[config.mk]
export PLATFORM = sky130hd
export DESIGN_NAME = burst_line_master_flat
export DESIGN_NICKNAME = d
export VERILOG_FILES = /design/src/rtl/burst_line_master_if.sv /design/src/rtl/burst_line_master.sv /design/src/flat_wrapper.sv
export SDC_FILE = /design/constraint.sdc
export NUM_CORES = 1
export LEC_CHECK = 0
export CORE_UTILIZATION = 60
export CTS_BUF_LIST = sky130_fd_sc_hd__clkbuf_16
export DETAILED_ROUTE_END_ITERATION = 6
export DONT_BUFFER_PORTS = 1
export PLACE_DENSITY = 0.74
export SLEW_MARGIN = 25
export SYNTH_ARGS = -nofsm -noshare
export SYNTH_HDL_FRONTEND = slang
export SYNTH_SLANG_ARGS = --single-unit
[constraint.sdc]
create_clock -name clk_sys -period 2.68 [get_ports clk_sys]
set_input_delay 0.268 -clock clk_sys [delete_from_list [all_inputs] [get_ports clk_sys]]
set_output_delay 0.268 -clock clk_sys [all_outputs]
set_load 0.02 [all_outputs]
[src/rtl/burst_line_master_if.sv]
// Request/response and Avalon-MM burst signals of burst_line_master.
// "master" is the block's own view; "slave" is the view of whoever drives it.
interface burst_line_master_if #(parameter int ADDR = 32);
  logic            req_valid;
  logic            req_ready;
  logic            req_write;
  logic [ADDR-1:0] req_addr;
  logic [127:0]    req_wdata;
  logic [15:0]     req_be;
  logic            resp_valid;
  logic            resp_write;
  logic [127:0]    resp_rdata;
  logic [ADDR-1:0] avm_addr;
  logic            avm_read;
  logic            avm_write;
  logic [2:0]      avm_burstcount;
  logic [31:0]     avm_writedata;
  logic [3:0]      avm_byteenable;
  logic [31:0]     avm_readdata;
  logic            avm_readdatavalid;
  logic            avm_waitrequest;

  modport master (
    input  req_valid, req_write, req_addr, req_wdata, req_be,
    input  avm_readdata, avm_readdatavalid, avm_waitrequest,
    output req_ready, resp_valid, resp_write, resp_rdata,
    output avm_addr, avm_read, avm_write, avm_burstcount, avm_writedata, avm_byteenable
  );

  modport slave (
    output req_valid, req_write, req_addr, req_wdata, req_be,
    output avm_readdata, avm_readdatavalid, avm_waitrequest,
    input  req_ready, resp_valid, resp_write, resp_rdata,
    input  avm_addr, avm_read, avm_write, avm_burstcount, avm_writedata, avm_byteenable
  );
endinterface

[src/rtl/burst_line_master.sv]
// Line-fill / write-back master: one 16-byte line request becomes one 4-beat
// Avalon-MM burst; read beats are assembled, write beats serialised.
module burst_line_master #(
  parameter int ADDR = 32
) (
  input  logic                clk_sys,
  input  logic                rst_n,
  burst_line_master_if.master bus
);
  typedef enum logic [2:0] {IDLE, RD_CMD, RD_DATA, WR_DATA, RESP} state_t;

  state_t          state;
  logic [1:0]      cnt;
  logic [1:0]      cnt_nx;
  logic [3:0][31:0] line;
  logic [3:0][31:0] line_fill;
  logic [3:0][3:0] be;

  assign cnt_nx = cnt + 2'd1;

  // Line with the current read beat merged in, so the last beat can go
  // straight into resp_rdata on the same edge it is written.
  always_comb begin
    line_fill      = line;
    line_fill[cnt] = bus.avm_readdata;
  end

  always_ff @(posedge clk_sys or negedge rst_n) begin
    if (!rst_n) begin
      state              <= IDLE;
      cnt                <= '0;
      line               <= '0;
      be                 <= '0;
      bus.req_ready      <= 1'b1;
      bus.resp_valid     <= 1'b0;
      bus.resp_write     <= 1'b0;
      bus.resp_rdata     <= '0;
      bus.avm_addr       <= '0;
      bus.avm_read       <= 1'b0;
      bus.avm_write      <= 1'b0;
      bus.avm_burstcount <= '0;
      bus.avm_writedata  <= '0;
      bus.avm_byteenable <= '0;
    end else begin
      bus.resp_valid <= 1'b0;
      case (state)
        IDLE: begin
          if (bus.req_valid) begin
            bus.req_ready      <= 1'b0;
            cnt                <= '0;
            line               <= bus.req_wdata;
            be                 <= bus.req_be;
            bus.avm_addr       <= bus.req_addr & ~ADDR'(4'hF);
            bus.avm_burstcount <= 3'd4;
            if (bus.req_write) begin
              state              <= WR_DATA;
              bus.avm_write      <= 1'b1;
              bus.avm_writedata  <= bus.req_wdata[31:0];
              bus.avm_byteenable <= bus.req_be[3:0];
            end else begin
              state              <= RD_CMD;
              bus.avm_read       <= 1'b1;
              bus.avm_byteenable <= 4'hF;
            end
          end
        end
        RD_CMD: begin
          if (!bus.avm_waitrequest) begin
            bus.avm_read       <= 1'b0;
            bus.avm_burstcount <= '0;
            state              <= RD_DATA;
          end
        end
        RD_DATA: begin
          if (bus.avm_readdatavalid) begin
            line <= line_fill;
            if (cnt == 2'd3) begin
              state          <= RESP;
              bus.resp_valid <= 1'b1;
              bus.resp_write <= 1'b0;
              bus.resp_rdata <= line_fill;
            end else begin
              cnt <= cnt_nx;
            end
          end
        end
        WR_DATA: begin
          if (!bus.avm_waitrequest) begin
            if (cnt == 2'd3) begin
              bus.avm_write      <= 1'b0;
              bus.avm_burstcount <= '0;
              state              <= RESP;
              bus.resp_valid     <= 1'b1;
              bus.resp_write     <= 1'b1;
              bus.resp_rdata     <= line;
            end else begin
              cnt                <= cnt_nx;
              bus.avm_writedata  <= line[cnt_nx];
              bus.avm_byteenable <= be[cnt_nx];
            end
          end
        end
        RESP: begin
          state         <= IDLE;
          bus.req_ready <= 1'b1;
        end
        default: state <= IDLE;
      endcase
    end
  end
endmodule

[src/flat_wrapper.sv]
// flat-port wrapper written by rule: the top's interface ports become plain ports
module burst_line_master_flat 
#(
  parameter int ADDR = 32
)
  (clk_sys, rst_n, bus_req_valid, bus_req_write, bus_req_addr, bus_req_wdata, bus_req_be, bus_avm_readdata, bus_avm_readdatavalid, bus_avm_waitrequest, bus_req_ready, bus_resp_valid, bus_resp_write, bus_resp_rdata, bus_avm_addr, bus_avm_read, bus_avm_write, bus_avm_burstcount, bus_avm_writedata, bus_avm_byteenable);
  burst_line_master_if #(.ADDR(ADDR)) bus_i ();
  input  logic clk_sys;
  input  logic rst_n;
  input wire logic [$bits(bus_i.req_valid)-1:0] bus_req_valid;
  input wire logic [$bits(bus_i.req_write)-1:0] bus_req_write;
  input wire logic [$bits(bus_i.req_addr)-1:0] bus_req_addr;
  input wire logic [$bits(bus_i.req_wdata)-1:0] bus_req_wdata;
  input wire logic [$bits(bus_i.req_be)-1:0] bus_req_be;
  input wire logic [$bits(bus_i.avm_readdata)-1:0] bus_avm_readdata;
  input wire logic [$bits(bus_i.avm_readdatavalid)-1:0] bus_avm_readdatavalid;
  input wire logic [$bits(bus_i.avm_waitrequest)-1:0] bus_avm_waitrequest;
  output wire logic [$bits(bus_i.req_ready)-1:0] bus_req_ready;
  output wire logic [$bits(bus_i.resp_valid)-1:0] bus_resp_valid;
  output wire logic [$bits(bus_i.resp_write)-1:0] bus_resp_write;
  output wire logic [$bits(bus_i.resp_rdata)-1:0] bus_resp_rdata;
  output wire logic [$bits(bus_i.avm_addr)-1:0] bus_avm_addr;
  output wire logic [$bits(bus_i.avm_read)-1:0] bus_avm_read;
  output wire logic [$bits(bus_i.avm_write)-1:0] bus_avm_write;
  output wire logic [$bits(bus_i.avm_burstcount)-1:0] bus_avm_burstcount;
  output wire logic [$bits(bus_i.avm_writedata)-1:0] bus_avm_writedata;
  output wire logic [$bits(bus_i.avm_byteenable)-1:0] bus_avm_byteenable;
  assign bus_i.req_valid = bus_req_valid;
  assign bus_i.req_write = bus_req_write;
  assign bus_i.req_addr = bus_req_addr;
  assign bus_i.req_wdata = bus_req_wdata;
  assign bus_i.req_be = bus_req_be;
  assign bus_i.avm_readdata = bus_avm_readdata;
  assign bus_i.avm_readdatavalid = bus_avm_readdatavalid;
  assign bus_i.avm_waitrequest = bus_avm_waitrequest;
  assign bus_req_ready = bus_i.req_ready;
  assign bus_resp_valid = bus_i.resp_valid;
  assign bus_resp_write = bus_i.resp_write;
  assign bus_resp_rdata = bus_i.resp_rdata;
  assign bus_avm_addr = bus_i.avm_addr;
  assign bus_avm_read = bus_i.avm_read;
  assign bus_avm_write = bus_i.avm_write;
  assign bus_avm_burstcount = bus_i.avm_burstcount;
  assign bus_avm_writedata = bus_i.avm_writedata;
  assign bus_avm_byteenable = bus_i.avm_byteenable;
  burst_line_master #(.ADDR(ADDR)) u_core (.clk_sys(clk_sys), .rst_n(rst_n), .bus(bus_i));
endmodule
==> impl_metrics.json <==
{
  "wl_met1_mm": 19.3,
  "ir_worst_vdd_mv": 0.975,
  "area_growth_pct": 16.5,
  "route.vias.total": 12799,
  "cts-root-buf": "clkbuf_16",
  "startpoint_type": "flop",
  "leakage_nw": 8.59,
  "die_y_um": 166,
  "grt_usage": 0.378,
  "clkTransAtPathRegs_ps": 60,
  "viasPerCell": 6.91,
  "critPathArrivalTime_ps": 3070,
  "top_layer": "met4",
  "clk_latency_ps": 510,
  "crit_type": "reg2reg",
  "ys_top_cells_by_area": "dfrtp_1 53%, mux2i_1 8.0%, a2bb2oi_1 6.9%",
  "reg2reg_to": "u_core.line[60]",
  "fmax_mhz": 378,
  "final_max_slew_viol_count": 0,
  "grt_max_degree": 348,
  "dp_hpwl_mm": 31.2,
  "ant_nets": 0,
  "clock_path_buffers": 3,
  "routed_wirelength_mm": 51.9,
  "dieArea_mm2": 0.0277,
  "async_flop_share": 1.00,
  "rows": 59,
  "cts_tree": "built",
  "end_kind": "flop",
  "synth_cell_types": 42,
  "hold_viol": 346,
  "grt.overflow.total": 0,
  "initialDrtViolationCount": 1571,
  "setup_tns_ps": 0,
  "final_cell_mix": "344 x dfrtp_1, 202 x nand2_1, 129 x mux2i_1, 129 x o22ai_1, 128 x a2bb2oi_1",
  "syn_avg_cell_area_um2": 11.2,
  "cts_buffers": 37,
  "wire_per_inst_um": 28.0,
  "power_density_mw_per_mm2": 1480,
  "grt_pass1_vias": 13470,
  "synthDominantCellAreaShare": 0.534,
  "setup_viol": 0,
  "grt_pass1_wl_mm": 80.4,
  "start_util": 0.617,
  "hp-class": "in2async",
  "path_max_fanout": 30,
  "wl_met2_mm": 24.2,
  "firstDrtPassIters": 7,
  "holdWs_ps": -538,
  "yosys.area.top_type": "dfrtp_1",
  "fp.dieW_um": 166,
  "place_ws_ps": 331,
  "fillers": 1768,
  "worst_pin_slew_ps": 1350,
  "drc": 27,
  "timing.final.ws_setup_ps": 36.2,
  "antenna_found_initial": 3,
  "r2r-start": "u_core.state[2]",
  "final_nets": 1708,
  "fin_crit_ps": 2640,
  "clkSinkCount": 347,
  "cp.required_ps": 3110,
  "synth.ff_latch_count": 347,
  "synth_warnings": 0,
  "status": "finished with violations",
  "htree_levels": 2,
  "port_buffers": 0,
  "synth_edf_count": 0,
  "synthFlopType": "dfrtp_1",
  "rrSetupSlack_ps": 40,
  "synthCells": 1444,
  "finalClockSkew_ps": 15.4,
  "max_slew_margin": 0.0967,
  "netlist_area_mm2": 0.0162,
  "final_common_cell": "dfrtp_1",
  "violations": "DRC, hold timing",
  "core-area_mm2": 0.0263,
  "drv_cap": 0,
  "fin_crit_sh": 0.986,
  "pin_count": 418,
  "drive_gt1_frac": 0.133,
  "place.gp.congestion": 0.857,
  "wl_met3_mm": 6.18,
  "worst-r2r-cell-count": 7,
  "yosysSeqAreaShare": 0.536,
  "grt_setup_unrepaired": "false"
}
## cell usage after synthesis, types with 5 or more instances
library cell,count
a2bb2oi_1,128
clkbuf_1,76
buf_1,6
mux2i_1,129
mux2_2,44
dfrtp_1,346
a31oi_1,33
o21ai_1,31
mux4_2,36
buf_2,57
nand3b_1,5
nand2_1,206
nor2_1,34
o22ai_1,129
inv_1,6
buf_4,25
o21ai_0,108
## critical path, stage by stage (launching register included)
cell and delay (ps):
dfrtp_1 750, nor3b_4 130, buf_4 200, nand2_2 110, buf_4 460, o22ai_1 170, dlygate4sd3_1 590, a2bb2oi_1 140
## worst max path at each step
stage / cells past startpoint / end / slack, ps / startpoint
final: 7 / u_core.line[60] / 40 / u_core.state[2]
after global routing: 7 / u_core.line[60] / 10 / u_core.state[2]
after CTS: 7 / u_core.line[46] / 120 / u_core.state[1]
after detailed placement: 4 / u_core.line[13] / 330 / u_core.state[1]
after global placement: 4 / u_core.line[72] / 370 / u_core.state[1]
after floorplan: 9 / u_core.bus.avm_writedata[0] / 300 / u_core.cnt[0]
## what timing repair did
action | CTS | global route
buffers inserted | 0 | 2
resized for setup | 0 | 1
setup endpoints to repair | 0 | 5
endpoints found under the hold margin | 658 | 348
hold buffers | 121 | 1
## per-layer routing
| layer | global-route usage | vias to the layer above |
|---|---|---|
| li1 | - | 5378 |
| met1 | 0.477 | 6358 |
| met2 | 0.598 | 894 |
| met3 | 0.122 | 169 |
| met4 | 0.169 | 0 |
| met5 | 0 | - |
## metrics by stage
stage	total power, W	cell area, um2	instances	hold slack [ps]	util
after CTS	0.0276	18900	1846	-553	0.717
after detailed placement	0.0220	16400	1662	-18.9	0.625
final	0.0279	18900	1852	-538	0.719
after global placement	0.0216	16400	1662	-18.2	0.625
after floorplan	0.0188	16200	1449	-27.6	-
after global routing	0.0291	18900	1852	-559	0.719
## layout make-up
class	count	area [um2]	share of cell area
sequential	347	8690	0.460
tap	335	419	0.0222
clock inverter	26	298	0.0158
antenna	3	7.51	0.000397
timing repair buffer	166	1730	0.0914
multi-input combinational	932	6800	0.360
clock buffer	37	926	0.0490
inverter	6	22.5	0.00119
## sequential cells by signal (all words and copies together) (netlist names)
signal	count
u_core.bus.resp_rdata	128
u_core.line	128
u_core.bus.avm_writedata	32
u_core.bus.avm_addr	28
u_core.be	16
u_core.bus.avm_byteenable	4
u_core.state	3
u_core.cnt	2
u_core.bus.avm_burstcount	1
u_core.bus.avm_read	1
u_core.bus.avm_write	1
u_core.bus.req_ready	1
u_core.bus.resp_valid	1
u_core.bus.resp_write	1
## kinds of logic (layout without fill, tap and decap cells)
family | count (synthesis) | in the layout | synth area share
mux | 209 | 209 | 0.160
compound gates | 446 | 446 | 0.183
other cells | 1 | 9 | 0.000231
buf+inv | 170 | 235 | 0.0495
simple gates | 267 | 267 | 0.0685
fa+ha+maj | 4 | 4 | 0.00309
flops | 347 | 347 | 0.536
## report_power, final
| part | total, W | switching (W) | internal (W) |
|---|---|---|---|
| sequential | 0.0118 | 0.00398 | 0.00778 |
| combinational | 0.0109 | 0.00579 | 0.00508 |
| clock | 0.00526 | 0.00208 | 0.00318 |
| total | 0.0279 | 0.0118 | 0.0160 |
(Power assumes the default switching activity.)
